--- src/rtl/uart_rx_pkg.sv ---
// Shared UART constants: receiver FSM encoding and bit-period derivation,
// kept here so transmitter and receiver compute the bit period identically.
package uart_rx_pkg;

   typedef enum logic [1:0] {
      IDLE  = 2'd0,
      START = 2'd1,
      DATA  = 2'd2,
      STOP  = 2'd3
   } rx_state_t;

   // Clocks per bit; legal results are 4..65535, so 16 bits always suffice.
   function automatic logic [15:0] bit_cnt_max(input int unsigned clk_feq,
                                               input int unsigned uart_bot);
      int unsigned q;
      q = clk_feq / uart_bot;
      return q[15:0];
   endfunction

endpackage

--- src/rtl/uart_rx_if.sv ---
// Serial line in, received byte plus strobes out.
// master: the receiver; slave: whatever drives the line and consumes bytes.
interface uart_rx_if;
   logic       uart_rx;
   logic [7:0] data_out;
   logic       data_out_flag;
   logic       frame_err;
   logic       busy;

   modport master (
      input  uart_rx,
      output data_out, data_out_flag, frame_err, busy
   );

   modport slave (
      output uart_rx,
      input  data_out, data_out_flag, frame_err, busy
   );
endinterface

--- src/rtl/uart_rx_sync_2ff.sv ---
// 1-bit two-stage synchronizer for asynchronous inputs, reset value selectable.
module sync_2ff #(
   parameter logic RST_VAL = 1'b0
) (
   input  logic clk,
   input  logic rst,
   input  logic d,
   output logic q
);

   logic meta;

   // Two back-to-back flops to settle metastability before use.
   always_ff @(posedge clk or negedge rst) begin
      if (!rst) begin
         meta <= RST_VAL;
         q    <= RST_VAL;
      end else begin
         meta <= d;
         q    <= meta;
      end
   end

endmodule

--- src/rtl/uart_rx.sv ---
// 8N1 UART receiver: start-edge detect, mid-bit sampling, byte + one-cycle flag.
import uart_rx_pkg::*;

module uart_rx #(
   // Held as int so test baud rates above the 15-bit default width still fit.
   parameter int unsigned CLK_FEQ  = 26'd50_000_000,
   parameter int unsigned UART_BOT = 15'd9600
) (
   input  logic     clk,
   input  logic     rst,
   uart_rx_if.master bus
);

   localparam logic [15:0] BIT_CNT_MAX = bit_cnt_max(CLK_FEQ, UART_BOT);
   localparam logic [15:0] BIT_LAST    = BIT_CNT_MAX - 16'd1;
   localparam logic [15:0] HALF_LAST   = (BIT_CNT_MAX / 16'd2) - 16'd1;

   logic       rx_s;
   logic       rx_d;
   logic       fall;

   rx_state_t  state;
   logic [15:0] baud_cnt;
   logic [2:0]  bit_idx;
   logic [7:0]  shift;
   logic        stop_ok;
   logic        stop_bad;

   logic [7:0]  data_out_r;
   logic        flag_r;
   logic        ferr_r;
   logic        busy_r;

   // Synchronizer resets low so a line held low through reset cannot look like a start.
   sync_2ff #(.RST_VAL(1'b0)) u_sync (
      .clk (clk),
      .rst (rst),
      .d   (bus.uart_rx),
      .q   (rx_s)
   );

   // One extra stage of the synchronized line for falling-edge detection.
   always_ff @(posedge clk or negedge rst) begin
      if (!rst) rx_d <= 1'b0;
      else      rx_d <= rx_s;
   end

   assign fall = rx_d & ~rx_s;

   // Receiver FSM with bit counter, shift register and registered outputs.
   // The stop-bit verdict is latched first and published one clock later.
   always_ff @(posedge clk or negedge rst) begin
      if (!rst) begin
         state      <= IDLE;
         baud_cnt   <= 16'd0;
         bit_idx    <= 3'd0;
         shift      <= 8'h00;
         stop_ok    <= 1'b0;
         stop_bad   <= 1'b0;
         data_out_r <= 8'h00;
         flag_r     <= 1'b0;
         ferr_r     <= 1'b0;
         busy_r     <= 1'b0;
      end else begin
         stop_ok  <= 1'b0;
         stop_bad <= 1'b0;
         flag_r   <= stop_ok;
         ferr_r   <= stop_bad;
         if (stop_ok) data_out_r <= shift;

         case (state)
            IDLE: begin
               baud_cnt <= 16'd0;
               if (fall) begin
                  state  <= START;
                  busy_r <= 1'b1;
               end
            end
            START: begin
               if (baud_cnt == HALF_LAST) begin
                  baud_cnt <= 16'd0;
                  if (!rx_s) begin
                     state   <= DATA;
                     bit_idx <= 3'd0;
                  end else begin
                     // Line back high at mid-start: treat as a glitch.
                     state  <= IDLE;
                     busy_r <= 1'b0;
                  end
               end else begin
                  baud_cnt <= baud_cnt + 16'd1;
               end
            end
            DATA: begin
               if (baud_cnt == BIT_LAST) begin
                  baud_cnt       <= 16'd0;
                  shift[bit_idx] <= rx_s;
                  bit_idx        <= bit_idx + 3'd1;
                  if (bit_idx == 3'd7) state <= STOP;
               end else begin
                  baud_cnt <= baud_cnt + 16'd1;
               end
            end
            STOP: begin
               if (baud_cnt == BIT_LAST) begin
                  // Leave at mid-stop so a back-to-back start edge is caught.
                  baud_cnt <= 16'd0;
                  state    <= IDLE;
                  busy_r   <= 1'b0;
                  stop_ok  <= rx_s;
                  stop_bad <= ~rx_s;
               end else begin
                  baud_cnt <= baud_cnt + 16'd1;
               end
            end
            default: begin
               state    <= IDLE;
               baud_cnt <= 16'd0;
               busy_r   <= 1'b0;
            end
         endcase
      end
   end

   assign bus.data_out      = data_out_r;
   assign bus.data_out_flag = flag_r;
   assign bus.frame_err     = ferr_r;
   assign bus.busy          = busy_r;

endmodule

--- src/flat_wrapper.sv ---
// flat-port wrapper written by rule: the top's interface ports become plain ports
module uart_rx_flat 
#(
                                                                              
   parameter int unsigned CLK_FEQ  = 26'd50_000_000,
   parameter int unsigned UART_BOT = 15'd9600
)
  (clk, rst, bus_uart_rx, bus_data_out, bus_data_out_flag, bus_frame_err, bus_busy);
  uart_rx_if bus_i ();
  input  logic clk;
  input  logic rst;
  input wire logic [$bits(bus_i.uart_rx)-1:0] bus_uart_rx;
  output wire logic [$bits(bus_i.data_out)-1:0] bus_data_out;
  output wire logic [$bits(bus_i.data_out_flag)-1:0] bus_data_out_flag;
  output wire logic [$bits(bus_i.frame_err)-1:0] bus_frame_err;
  output wire logic [$bits(bus_i.busy)-1:0] bus_busy;
  assign bus_i.uart_rx = bus_uart_rx;
  assign bus_data_out = bus_i.data_out;
  assign bus_data_out_flag = bus_i.data_out_flag;
  assign bus_frame_err = bus_i.frame_err;
  assign bus_busy = bus_i.busy;
  uart_rx #(.CLK_FEQ(CLK_FEQ), .UART_BOT(UART_BOT)) u_core (.clk(clk), .rst(rst), .bus(bus_i));
endmodule
--- config.mk ---
export PLATFORM = sky130hd
export DESIGN_NAME = uart_rx_flat
export DESIGN_NICKNAME = d
export VERILOG_FILES = /design/src/rtl/uart_rx_pkg.sv /design/src/rtl/uart_rx_if.sv /design/src/rtl/uart_rx_sync_2ff.sv /design/src/rtl/uart_rx.sv /design/src/flat_wrapper.sv
export SDC_FILE = /design/constraint.sdc
export NUM_CORES = 1
export LEC_CHECK = 0
export ABC_CLOCK_PERIOD_IN_PS = 2100
export CAP_MARGIN = 25
export CORE_MARGIN = 2
export CORE_UTILIZATION = 49
export CTS_CLUSTER_SIZE = 40
export DETAILED_ROUTE_END_ITERATION = 8
export PLACE_DENSITY = 0.7
export SLEW_MARGIN = 0
export SYNTH_ARGS = -nofsm -noshare
export SYNTH_HDL_FRONTEND = slang
export SYNTH_HIERARCHICAL = 1
export SYNTH_SLANG_ARGS = --single-unit
--- constraint.sdc ---
create_clock -name clk -period 2.1 [get_ports clk]
set_clock_uncertainty 0.05 [all_clocks]
set_input_delay 0.315 -clock clk [delete_from_list [all_inputs] [get_ports clk]]
set_output_delay 0.315 -clock clk [all_outputs]
set_load 0.005 [all_outputs]
==> results of run 1 <==
## worst max-delay path by stage
stage	from	endpoint	slack (ns)	depth (start not counted)
finish	u_core/baud_cnt[14]	u_core/shift[6]	0.008	5
global route	u_core/baud_cnt[14]	u_core/shift[5]	-0.03	5
CTS	u_core/baud_cnt[15]	u_core/shift[6]	0.01	5
detailed placement	u_core/baud_cnt[1]	u_core/shift[6]	-0.02	6
global placement	u_core/baud_cnt[1]	u_core/shift[6]	0.02	6
floorplan	u_core/baud_cnt[0]	u_core/shift[5]	-0.07	6
## flip-flops by register name, summed over array words and instances (netlist names), named ones only
| name | cells |
|---|---|
| u_core/bus.data_out_flag | 1 |
| u_core/rx_d | 1 |
| u_core/bit_idx | 3 |
| u_core/shift | 8 |
| u_core/u_sync/q | 1 |
| u_core/stop_bad | 1 |
| u_core/baud_cnt | 16 |
| u_core/u_sync/meta | 1 |
| u_core/bus.busy | 1 |
| u_core/bus.frame_err | 1 |
| u_core/stop_ok | 1 |
| u_core/state | 1 |
| u_core/bus.data_out | 8 |
## placed cells by master (no fill, tap or decap), types with 3 or more instances in the layout
master | netlist | final
clkbuf_8 | 0 | 5
nand4_1 | 6 | 6
nand2_1 | 5 | 5
and3_1 | 7 | 7
clkdlybuf4s50_1 | 0 | 12
mux2_2 | 13 | 13
nand4b_1 | 5 | 5
nand3_1 | 14 | 14
dfrtp_1 | 45 | 45
nor4b_1 | 3 | 3
xnor2_1 | 5 | 5
a21oi_1 | 5 | 5
xor2_1 | 7 | 7
buf_4 | 0 | 17
nor3_1 | 4 | 4
nor2_1 | 16 | 16
## per-stage QoR
stage | power, uW | std cells | hold WS (ns) | cell area [um^2]
after global placement | 1229 | 252 | 0.2826 | 2380
after CTS | 1869 | 263 | 0.3039 | 2521
final | 1850 | 263 | 0.3020 | 2529
after detailed placement | 1241 | 252 | 0.2847 | 2380
after global routing | 1942 | 263 | 0.3278 | 2529
after floorplan | 1119 | 180 | -0.03059 | 2112
## timing repair
item / in CTS / in global routing
pin swaps: 1 / 1
resized for setup: 2 / 2
hold endpoints to repair: 26 / 0
gates cloned: 1 / 0
hold buffers: 1 / 0
buffers inserted: 2 / 0
setup endpoints to repair: 2 / 2
## per-layer routing
metal | part of all wire, % | vias to the layer above | GRT usage, %
met5 | 0 | - | 0
met4 | 1.8 | 0 | 7.625
met3 | 4.2 | 7 | 4.942
met2 | 47 | 41 | 31.84
met1 | 47 | 760 | 24.64
li1 | - | 725 | -
## worst max-delay path, cell delays in order (launching register included)
cell	delay [ns]
dfrtp_1	0.39
or4bb_4	0.57
nor4_4	0.34
buf_6	0.18
nand4_1	0.12
mux2_4	0.33
## cell type report
cell class,count,share of cell area (%)
flip-flops and latches,45,44.53
clock buffers,5,2.721
multi-input cells,125,36.76
repair buffers,34,11.83
inverters,2,0.2969
clock inverters,2,1.385
well taps,50,2.474
## cell families (layout without fill, tap and decap cells)
family	Yosys count	count (layout)	synth area share, %
compound gates	17	17	5.423
xor+xnor	12	12	5.006
fa+ha+maj	3	3	1.788
buf+inv	10	43	3.218
flops	45	45	53.64
mux	16	16	8.582
simple gates	77	77	22.35
## power by group through the flow
stage,logic [uW],registers (uW),clock network [uW]
floorplan,171,948,0
global route,293,965,684
detailed placement,268,973,0
global placement,260,968,0
CTS,271,955,643
finish,269,955,626
==> flow_metrics.env, run 1 <==
export IMPL_overflow=0
export IMPL_finalHoldViolCount=0
export IMPL_hold_path_startpoint="u_core/stop_bad"
export IMPL_worstSetupStartpointType="flip-flop"
export IMPL_setup_viol=0
export IMPL_worstPathArrival_ns=2.23
export IMPL_vias_per_cell=5.829
export IMPL_via_count=1533
export IMPL_antenna_found_initial=0
export IMPL_synth_cell_types=42
export IMPL_cts_tree="done"
export IMPL_die_h_um=69.46
export IMPL_period_share_pct=99.64
export IMPL_status="completed"
export IMPL_fin_crit_ns=2.092
export IMPL_yosysSeqAreaShare_pct=53.64
export IMPL_min_path_type="flip-flop to flip-flop"
export IMPL_drv_slew=0
export IMPL_drc_errors=0
export IMPL_dpl_hpwl_mm=2.872
export IMPL_floorplan_die_width_um=69.46
export IMPL_comb_power_share_pct=14.5
export IMPL_syn_nets=186
export IMPL_ys_warn_count=6
export IMPL_cts_htree_levels=2
export IMPL_yosysTopAreaCellShare_pct=53.64
export IMPL_cts_buffers=5
export IMPL_netSwitchingFraction_pct=25.45
export IMPL_internal_power_uw=1379
export IMPL_finalSetupTns_ns=0
export IMPL_multi_input_area_um2=929.6
export IMPL_syn_area_per_cell_um2=11.66
export IMPL_reg2reg_slack_ns=0.008
export IMPL_rsz0062_at_grt="true"
export IMPL_numClockSinks=45
export IMPL_grt_pass1_vias=1614
export IMPL_coreArea_mm2=0.004058
export IMPL_layout_setup_ws_ns=0.007518
export IMPL_postSynthCellCount=180
export IMPL_drtIter0Drc=91
export IMPL_hold_depth=0
export IMPL_nets=219
export IMPL_tightest_slew_ns=0.6010
export IMPL_area_growth_synth_to_final_pct=20.44
export IMPL_first_pass_iters=5
export IMPL_place_ws_ns=-0.02228
export IMPL_path_clk_slew_ns=0.08
export IMPL_synth_ff_type="dfrtp_1"
export IMPL_n_fill_cell=341
export IMPL_clkLatencyLatePin_ns=0.30
export IMPL_post_route_util_pct=62.32
export IMPL_seq_area_mm2=0.001126
export IMPL_synth_area_leaders="dfrtp_1, mux2_2, nand3_1"
export IMPL_switching_power_uw=470.9
export IMPL_reg2reg_to="u_core/shift[6]"
export IMPL_synth_most_common_cell="dfrtp_1"
export IMPL_grt_usage_pct=19.40
export IMPL_cp_required_ns=2.23
export IMPL_slew_headroom_pct=59.93
export IMPL_fp_row_count=23
export IMPL_synth_common_cells="dfrtp_1, nor2_1, nand3_1"
export IMPL_clock_power_share_pct=33.9
export IMPL_synth_area_mm2=0.002100
export IMPL_cts_buffer_depth=2
export IMPL_cts_root_buf="clkbuf_8"
export IMPL_leakage_uw=0.001152
export IMPL_r2r_cells=5
export IMPL_cap_violations=0
export IMPL_ant_nets=0
export IMPL_min_to="u_core/bus.frame_err"
export IMPL_portBuffers=13
export IMPL_routed_wl_mm=4.148
export IMPL_gp_congestion=0.9407
export IMPL_ys_seq_elements=45
export IMPL_crit_path_max_fanout=8
export IMPL_die_area_mm2=0.004824
export IMPL_vdd_drop_max_mv=0.5239
export IMPL_setup_worst_path_class="flip-flop to flip-flop"
export IMPL_avgRoutedWirePerCell_um=15.77
export IMPL_power_density_mw_per_mm2=731.6
export IMPL_sequentialPowerShare_pct=51.6
export IMPL_worstReg2RegStart="u_core/baud_cnt[14]"
export IMPL_worstSetupEndpointType="flip-flop"
export IMPL_synth_top_cell_by_area="dfrtp_1"
export IMPL_initial_utilization_pct=51.74
export IMPL_synth_edf_count=0
export IMPL_io_pins=14
export IMPL_antenna_cells=0
export IMPL_synth_async_reset_ratio_pct=100.0
export IMPL_grt_max_degree=29
export IMPL_grt_pass1_wl_mm=7.403
export IMPL_drive_gt1_share_pct=23.94
export IMPL_timing_fmax_ghz=0.4779
Note: power is estimated with default switching activity, not from simulation.
==> run 2, diff against run 1 <==
--- a/config.mk
+++ b/config.mk
@@ -8,10 +8,10 @@
 export ABC_CLOCK_PERIOD_IN_PS = 2100
 export CAP_MARGIN = 25
 export CORE_MARGIN = 2
-export CORE_UTILIZATION = 49
+export CORE_UTILIZATION = 52
 export CTS_CLUSTER_SIZE = 40
 export DETAILED_ROUTE_END_ITERATION = 8
-export PLACE_DENSITY = 0.7
+export PLACE_DENSITY = 0.73
 export SLEW_MARGIN = 0
 export SYNTH_ARGS = -nofsm -noshare
 export SYNTH_HDL_FRONTEND = slang
==> run 2 against run 1 <==
- the run now ends with setup timing left
- clock power decreased by 18%
- cell count decreased by 0.38%
- fmax is 2.8% lower
- wire length down 6.9%
- worst setup slack got worse by 0.060 ns
- global-route usage fell by 0.16 points
==> flow_metrics.env, run 2 (synthesis gave the netlist of run 1 again) <==
export IMPL_dpl_hpwl_mm=2.684
export IMPL_finalHoldViolCount=0
export IMPL_r2r_cells=5
export IMPL_vdd_drop_max_mv=0.4169
export IMPL_numClockSinks=45
export IMPL_min_to="u_core/u_sync/q"
export IMPL_rsz0062_at_grt="true"
export IMPL_min_path_type="flip-flop to flip-flop"
export IMPL_worstSetupEndpointType="flip-flop"
export IMPL_dpl_cell_count=252
export IMPL_tightest_slew_ns=0.3947
export IMPL_cts_root_buf="clkbuf_8"
export IMPL_drive_gt1_share_pct=23.58
export IMPL_final_common_cell="dfrtp_1"
export IMPL_drc_errors=0
export IMPL_fin_crit_ns=2.153
export IMPL_regMostFlops="u_core/baud_cnt"
export IMPL_period_share_pct=102.5
export IMPL_first_pass_iters=4
export IMPL_gp_congestion=0.9156
export IMPL_grt_usage_pct=19.24
export IMPL_hold_depth=0
export IMPL_grt_max_degree=20
export IMPL_n_fill_cell=306
export IMPL_power_density_mw_per_mm2=695.8
export IMPL_path_clk_slew_ns=0.08
export IMPL_place_ws_ns=-0.02244
export IMPL_leakage_uw=0.001120
export IMPL_area_growth_synth_to_final_pct=18.77
export IMPL_grt_pass1_wl_mm=6.382
export IMPL_grt_pass1_vias=1399
export IMPL_drtIter0Drc=104
export IMPL_reg2reg_to="u_core/shift[5]"
export IMPL_worstSetupStartpointType="flip-flop"
export IMPL_fp_row_count=23
export IMPL_nets=217
export IMPL_seq_area_mm2=0.001127
export IMPL_worstPathCellList="or4bb_4 > nor4_4 > buf_6 > nand4_1 > mux2_4"
export IMPL_post_route_cell_area_mm2=0.002494
export IMPL_worstPathArrival_ns=2.29
export IMPL_reg2reg_slack_ns=-0.05
export IMPL_cts_buffers=5
export IMPL_cap_violations=0
export IMPL_finalPower_uw=1735
export IMPL_layout_setup_ws_ns=-0.05291
export IMPL_io_pins=14
export IMPL_crit_path_max_fanout=8
export IMPL_final_cells=262
export IMPL_violations="setup timing"
export IMPL_multi_input_area_um2=929.6
export IMPL_avgRoutedWirePerCell_um=14.74
export IMPL_setup_worst_path_class="flip-flop to flip-flop"
export IMPL_antenna_found_initial=0
export IMPL_cts_tree="done"
export IMPL_crit_path_max_incr_delay_ns=0.57
export IMPL_post_cts_setup_buffers=0
export IMPL_drv_slew=0
export IMPL_overflow=0
export IMPL_coreArea_mm2=0.003943
export IMPL_portBuffers=13
export IMPL_status="finished with violations"
export IMPL_clkLatencyLatePin_ns=0.30
export IMPL_dpl_cell_area_mm2=0.002367
export IMPL_largest_reg_flops=16
export IMPL_timing_fmax_ghz=0.4645
export IMPL_final_cell_mix="dfrtp_1, nor2_1, nand3_1, buf_4, mux2_2"
export IMPL_die_h_um=67.54
export IMPL_crit_slowest_cell="or4bb_4"
export IMPL_die_area_mm2=0.004562
export IMPL_post_route_util_pct=63.25
export IMPL_cts_buffer_depth=2
export IMPL_vias_per_cell=5.695
export IMPL_initial_utilization_pct=53.25
export IMPL_hold_path_startpoint="u_core/u_sync/meta"
export IMPL_setup_viol=4
export IMPL_antenna_cells=0
export IMPL_cp_required_ns=2.24
export IMPL_ant_nets=0
export IMPL_routed_wl_mm=3.863
export IMPL_cts_htree_levels=2
export IMPL_floorplan_die_width_um=67.54
export IMPL_via_count=1492
export IMPL_worstReg2RegStart="u_core/baud_cnt[15]"
export IMPL_slew_headroom_pct=73.69
## run 2: repair_timing
action	4_1_cts	5_1_grt
endpoints found under the hold margin	10	0
resized for setup	1	6
hold buffers	1	0
pin swaps	0	1
setup endpoints to repair	3	22
cloned	0	1
## run 2: through the flow
stage               setup TNS [ns]  hold WS [ns]
detailed placement        -0.04409        0.1567
floorplan                  -0.1873      -0.03059
global route               -0.7316        0.3229
finish                    -0.09105        0.3083
global placement                 0        0.1515
CTS                              0        0.3103
## run 2: how the worst max path moves through the flow
stage                             start               to  depth (start not counted)
floorplan            u_core/baud_cnt[0]  u_core/shift[5]                          6
global route        u_core/baud_cnt[15]  u_core/shift[0]                          5
global placement     u_core/baud_cnt[1]  u_core/shift[6]                          6
detailed placement   u_core/baud_cnt[1]  u_core/shift[0]                          6
CTS                  u_core/baud_cnt[1]  u_core/shift[5]                          6
finish              u_core/baud_cnt[15]  u_core/shift[5]                          5
## run 2: cell type report
class                           count  area share (%)
Inverter                            2          0.3011
Clock inverter                      2          0.6021
Multi-Input combinational cell    125           37.28
Clock buffer                        6           2.910
Tap cell                           50           2.509
Sequential cell                    45           45.21
Timing Repair Buffer               32           11.19
## run 2: metal layers
layer	vias to the layer above	share of wire, %	global-route usage, %
li1	721	-	-
met1	728	50	26.91
met2	36	44	28.55
met3	7	3.9	5.500
met4	0	1.5	6.888
met5	-	0	0
## run 2: critical path, delay by kind of cell, from the launching register on
kind,cells,cell delay [ns]
multiplexers,1,0.33
AND/OR/NAND/NOR,3,1.04
buffers and inverters,1,0.18
flip-flops,1,0.44
## run 2: where the power goes
group	internal (uW)	switching (uW)	total (uW)
logic	132	129	261
clock network	234	282	516
registers	901	57.4	958
total	1270	469	1740
==> run 3, diff against run 2 <==
--- a/config.mk
+++ b/config.mk
@@ -5,15 +5,15 @@
 export SDC_FILE = /design/constraint.sdc
 export NUM_CORES = 1
 export LEC_CHECK = 0
+export ABC_AREA = 1
 export ABC_CLOCK_PERIOD_IN_PS = 2100
 export CAP_MARGIN = 25
 export CORE_MARGIN = 2
-export CORE_UTILIZATION = 52
+export CORE_UTILIZATION = 53
 export CTS_CLUSTER_SIZE = 40
 export DETAILED_ROUTE_END_ITERATION = 8
-export PLACE_DENSITY = 0.73
+export PLACE_DENSITY = 0.74
 export SLEW_MARGIN = 0
 export SYNTH_ARGS = -nofsm -noshare
 export SYNTH_HDL_FRONTEND = slang
-export SYNTH_HIERARCHICAL = 1
 export SYNTH_SLANG_ARGS = --single-unit
==> run 3 against run 2 <==
- the flow now finishes without violations
- sequential power up 9%
- die area up 3.6%
- global-route usage grew 1.6 points
- wire length grew 12%
- synthesized cell count increased by 45%
- clock power up 8.1%
- critical path type unchanged
==> flow_metrics.env, run 3 <==
export IMPL_cap_violations=0
export IMPL_synth_area_leaders="dfrtp_1, nand2_1, nor2_1"
export IMPL_rsz0062_at_grt="false"
export IMPL_min_path_type="flip-flop to flip-flop"
export IMPL_tightest_slew_ns=0.4232
export IMPL_clkLatencyLatePin_ns=0.30
export IMPL_finalSetupTns_ns=0
export IMPL_io_pins=14
export IMPL_vias_per_cell=5.416
export IMPL_worstPathArrival_ns=1.79
export IMPL_synth_async_reset_ratio_pct=100.0
export IMPL_netSwitchingFraction_pct=33.09
export IMPL_coreArea_mm2=0.004029
export IMPL_ys_warn_count=0
export IMPL_cts_buffer_depth=2
export IMPL_drtIter0Drc=119
export IMPL_internal_power_uw=1316
export IMPL_timing_fmax_ghz=0.6055
export IMPL_path_clk_slew_ns=0.09
export IMPL_crit_path_max_fanout=6
export IMPL_r2r_cells=8
export IMPL_via_count=1798
export IMPL_portBuffers=13
export IMPL_fp_row_count=23
export IMPL_drive_gt1_share_pct=15.25
export IMPL_grt_pass1_wl_mm=7.327
export IMPL_synth_cell_types=26
export IMPL_die_area_mm2=0.004724
export IMPL_synth_area_mm2=0.002221
export IMPL_cts_tree="done"
export IMPL_numClockSinks=45
export IMPL_area_growth_synth_to_final_pct=13.18
export IMPL_cts_htree_levels=2
export IMPL_drv_slew=0
export IMPL_cts_resized=0
export IMPL_avgRoutedWirePerCell_um=13.04
export IMPL_nets=287
export IMPL_synth_edf_count=0
export IMPL_syn_area_per_cell_um2=8.509
export IMPL_cp_required_ns=2.24
export IMPL_worstSetupStartpoint="u_core.baud_cnt[0]"
export IMPL_final_cell_mix="nand2_1, dfrtp_1, nor2_1, inv_1, nand3_1"
export IMPL_regMostFlops="u_core.baud_cnt"
export IMPL_reg2reg_to="u_core.baud_cnt[10]"
export IMPL_die_h_um=68.73
export IMPL_fin_crit_ns=1.651
export IMPL_clock_power_share_pct=28.3
export IMPL_setup_viol=0
export IMPL_grt_pass1_vias=1572
export IMPL_post_route_util_pct=62.39
export IMPL_grt_usage_pct=20.80
export IMPL_antenna_found_initial=0
export IMPL_antenna_cells=0
export IMPL_yosysSeqAreaShare_pct=50.70
export IMPL_floorplan_die_width_um=68.73
export IMPL_syn_nets=267
export IMPL_synth_most_common_cell="nand2_1"
export IMPL_worstSetupStartpointType="flip-flop"
export IMPL_initial_utilization_pct=55.12
export IMPL_switching_power_uw=651.0
export IMPL_ant_nets=0
export IMPL_setup_worst_path_class="flip-flop to flip-flop"
export IMPL_final_common_cell="nand2_1"
export IMPL_worstReg2RegStart="u_core.baud_cnt[0]"
export IMPL_ys_seq_elements=45
export IMPL_overflow=0
export IMPL_synth_common_cells="nand2_1, dfrtp_1, nor2_1"
export IMPL_crit_end="u_core.baud_cnt[10]"
export IMPL_finalHoldViolCount=0
export IMPL_grt_max_degree=21
export IMPL_first_pass_iters=4
export IMPL_postSynthCellCount=261
export IMPL_gp_congestion=0.9280
export IMPL_sequentialPowerShare_pct=53.0
export IMPL_period_share_pct=78.64
export IMPL_cts_buffers=5
export IMPL_reg2reg_slack_ns=0.45
export IMPL_dpl_cell_area_mm2=0.002410
export IMPL_largest_reg_flops=16
export IMPL_cts_root_buf="clkbuf_8"
export IMPL_power_density_mw_per_mm2=782.6
export IMPL_routed_wl_mm=4.329
export IMPL_dpl_hpwl_mm=3.148
export IMPL_drc_errors=0
export IMPL_synth_ff_type="dfrtp_1"
export IMPL_synth_top_cell_by_area="dfrtp_1"
export IMPL_worstSetupEndpointType="flip-flop"
export IMPL_slew_headroom_pct=71.79
export IMPL_yosysTopAreaCellShare_pct=50.70
export IMPL_vdd_drop_max_mv=0.5425
export IMPL_post_route_cell_area_mm2=0.002514
export IMPL_status="completed"
export IMPL_leakage_uw=0.001180
export IMPL_comb_power_share_pct=18.6
## run 3: changes by cell type after synthesis, sizes merged, moves of 7 or more
cell and change:
nand2 +46, inv +28, nor2 +27, o21ai +13
nor3 +9, mux2 -8, nand3 +8, and3 -7
## run 3: worst min-delay path by stage
stage	from	depth (start not counted)	slack (ns)	to
after floorplan	rst	0	-0.03	async pin
after global placement	rst	1	0.22	u_core.baud_cnt[3]
after detailed placement	rst	1	0.23	u_core.baud_cnt[5]
after CTS	u_core.stop_bad	0	0.31	u_core.bus.frame_err
after global routing	u_core.u_sync.meta	0	0.32	u_core.u_sync.q
final	u_core.u_sync.meta	0	0.31	u_core.u_sync.q
## run 3: final cells by class
class,count,area [um^2]
flip-flops and latches,45,1126
multi-input cells,183,968.4
inverters,30,112.6
fillers,352,1515
clock inverters,3,25.02
repair buffers,16,150.1
well taps,50,62.56
clock buffers,5,68.82
## run 3: logic make-up (layout without fill, tap and decap cells)
| family | count (synthesis) | in the layout | share of synthesized area (%) |
|---|---|---|---|
| buffers and inverters | 33 | 54 | 5.690 |
| adder cells (fa/ha/maj) | 3 | 3 | 1.690 |
| multiplexers | 8 | 8 | 4.057 |
| AO/OA/AOI/OAI | 26 | 26 | 6.197 |
| XOR/XNOR | 3 | 3 | 1.183 |
| AND/OR/NAND/NOR | 143 | 143 | 30.48 |
| flip-flops | 45 | 45 | 50.70 |
## run 3: through the flow
stage          total power (uW)  instances  setup slack (ns)  hold WS, ns
2_1_floorplan              1324        261            0.6399     -0.03059
3_3_place_gp               1418        323            0.5230       0.2183
3_5_place_dp               1421        323            0.4750       0.2300
4_1_cts                    1976        332            0.4473       0.3075
5_1_grt                    2085        332            0.3075       0.3246
6_report                   1967        332            0.4486       0.3110
## run 3: power by group through the flow
stage | clock (uW) | sequential (uW) | combinational (uW)
6_report | 558 | 1040 | 367
5_1_grt | 606 | 1060 | 419
4_1_cts | 567 | 1040 | 367
3_5_place_dp | 0 | 1060 | 362
3_3_place_gp | 0 | 1060 | 358
2_1_floorplan | 0 | 1020 | 306
## run 3: worst max-delay path: stages (launching register included)
cell and delay [ns]:
dfrtp_1 0.38, ha_1 0.26, nand2_2 0.11, nor2_2 0.24, nand3_1 0.14, nor2_1 0.19
nand2_1 0.07, nand2_1 0.07, a21oi_1 0.03
## run 3: per-layer routing
| metal | global-route usage [%] | wire length [um] | share of wire, % | up-vias |
|---|---|---|---|---|
| met5 | 0 | 0 | 0 | - |
| met4 | 4.167 | 24 | 0.55 | 0 |
| met3 | 4.870 | 248 | 5.7 | 2 |
| met2 | 31.01 | 1991 | 46 | 47 |
| met1 | 31.12 | 2064 | 48 | 843 |
| li1 | - | - | - | 906 |
## run 3: timing repair
item	in CTS	in global routing
hold buffers	1	0
endpoints found under the hold margin	18	0
setup endpoints to repair	0	0
setup buffers	0	0
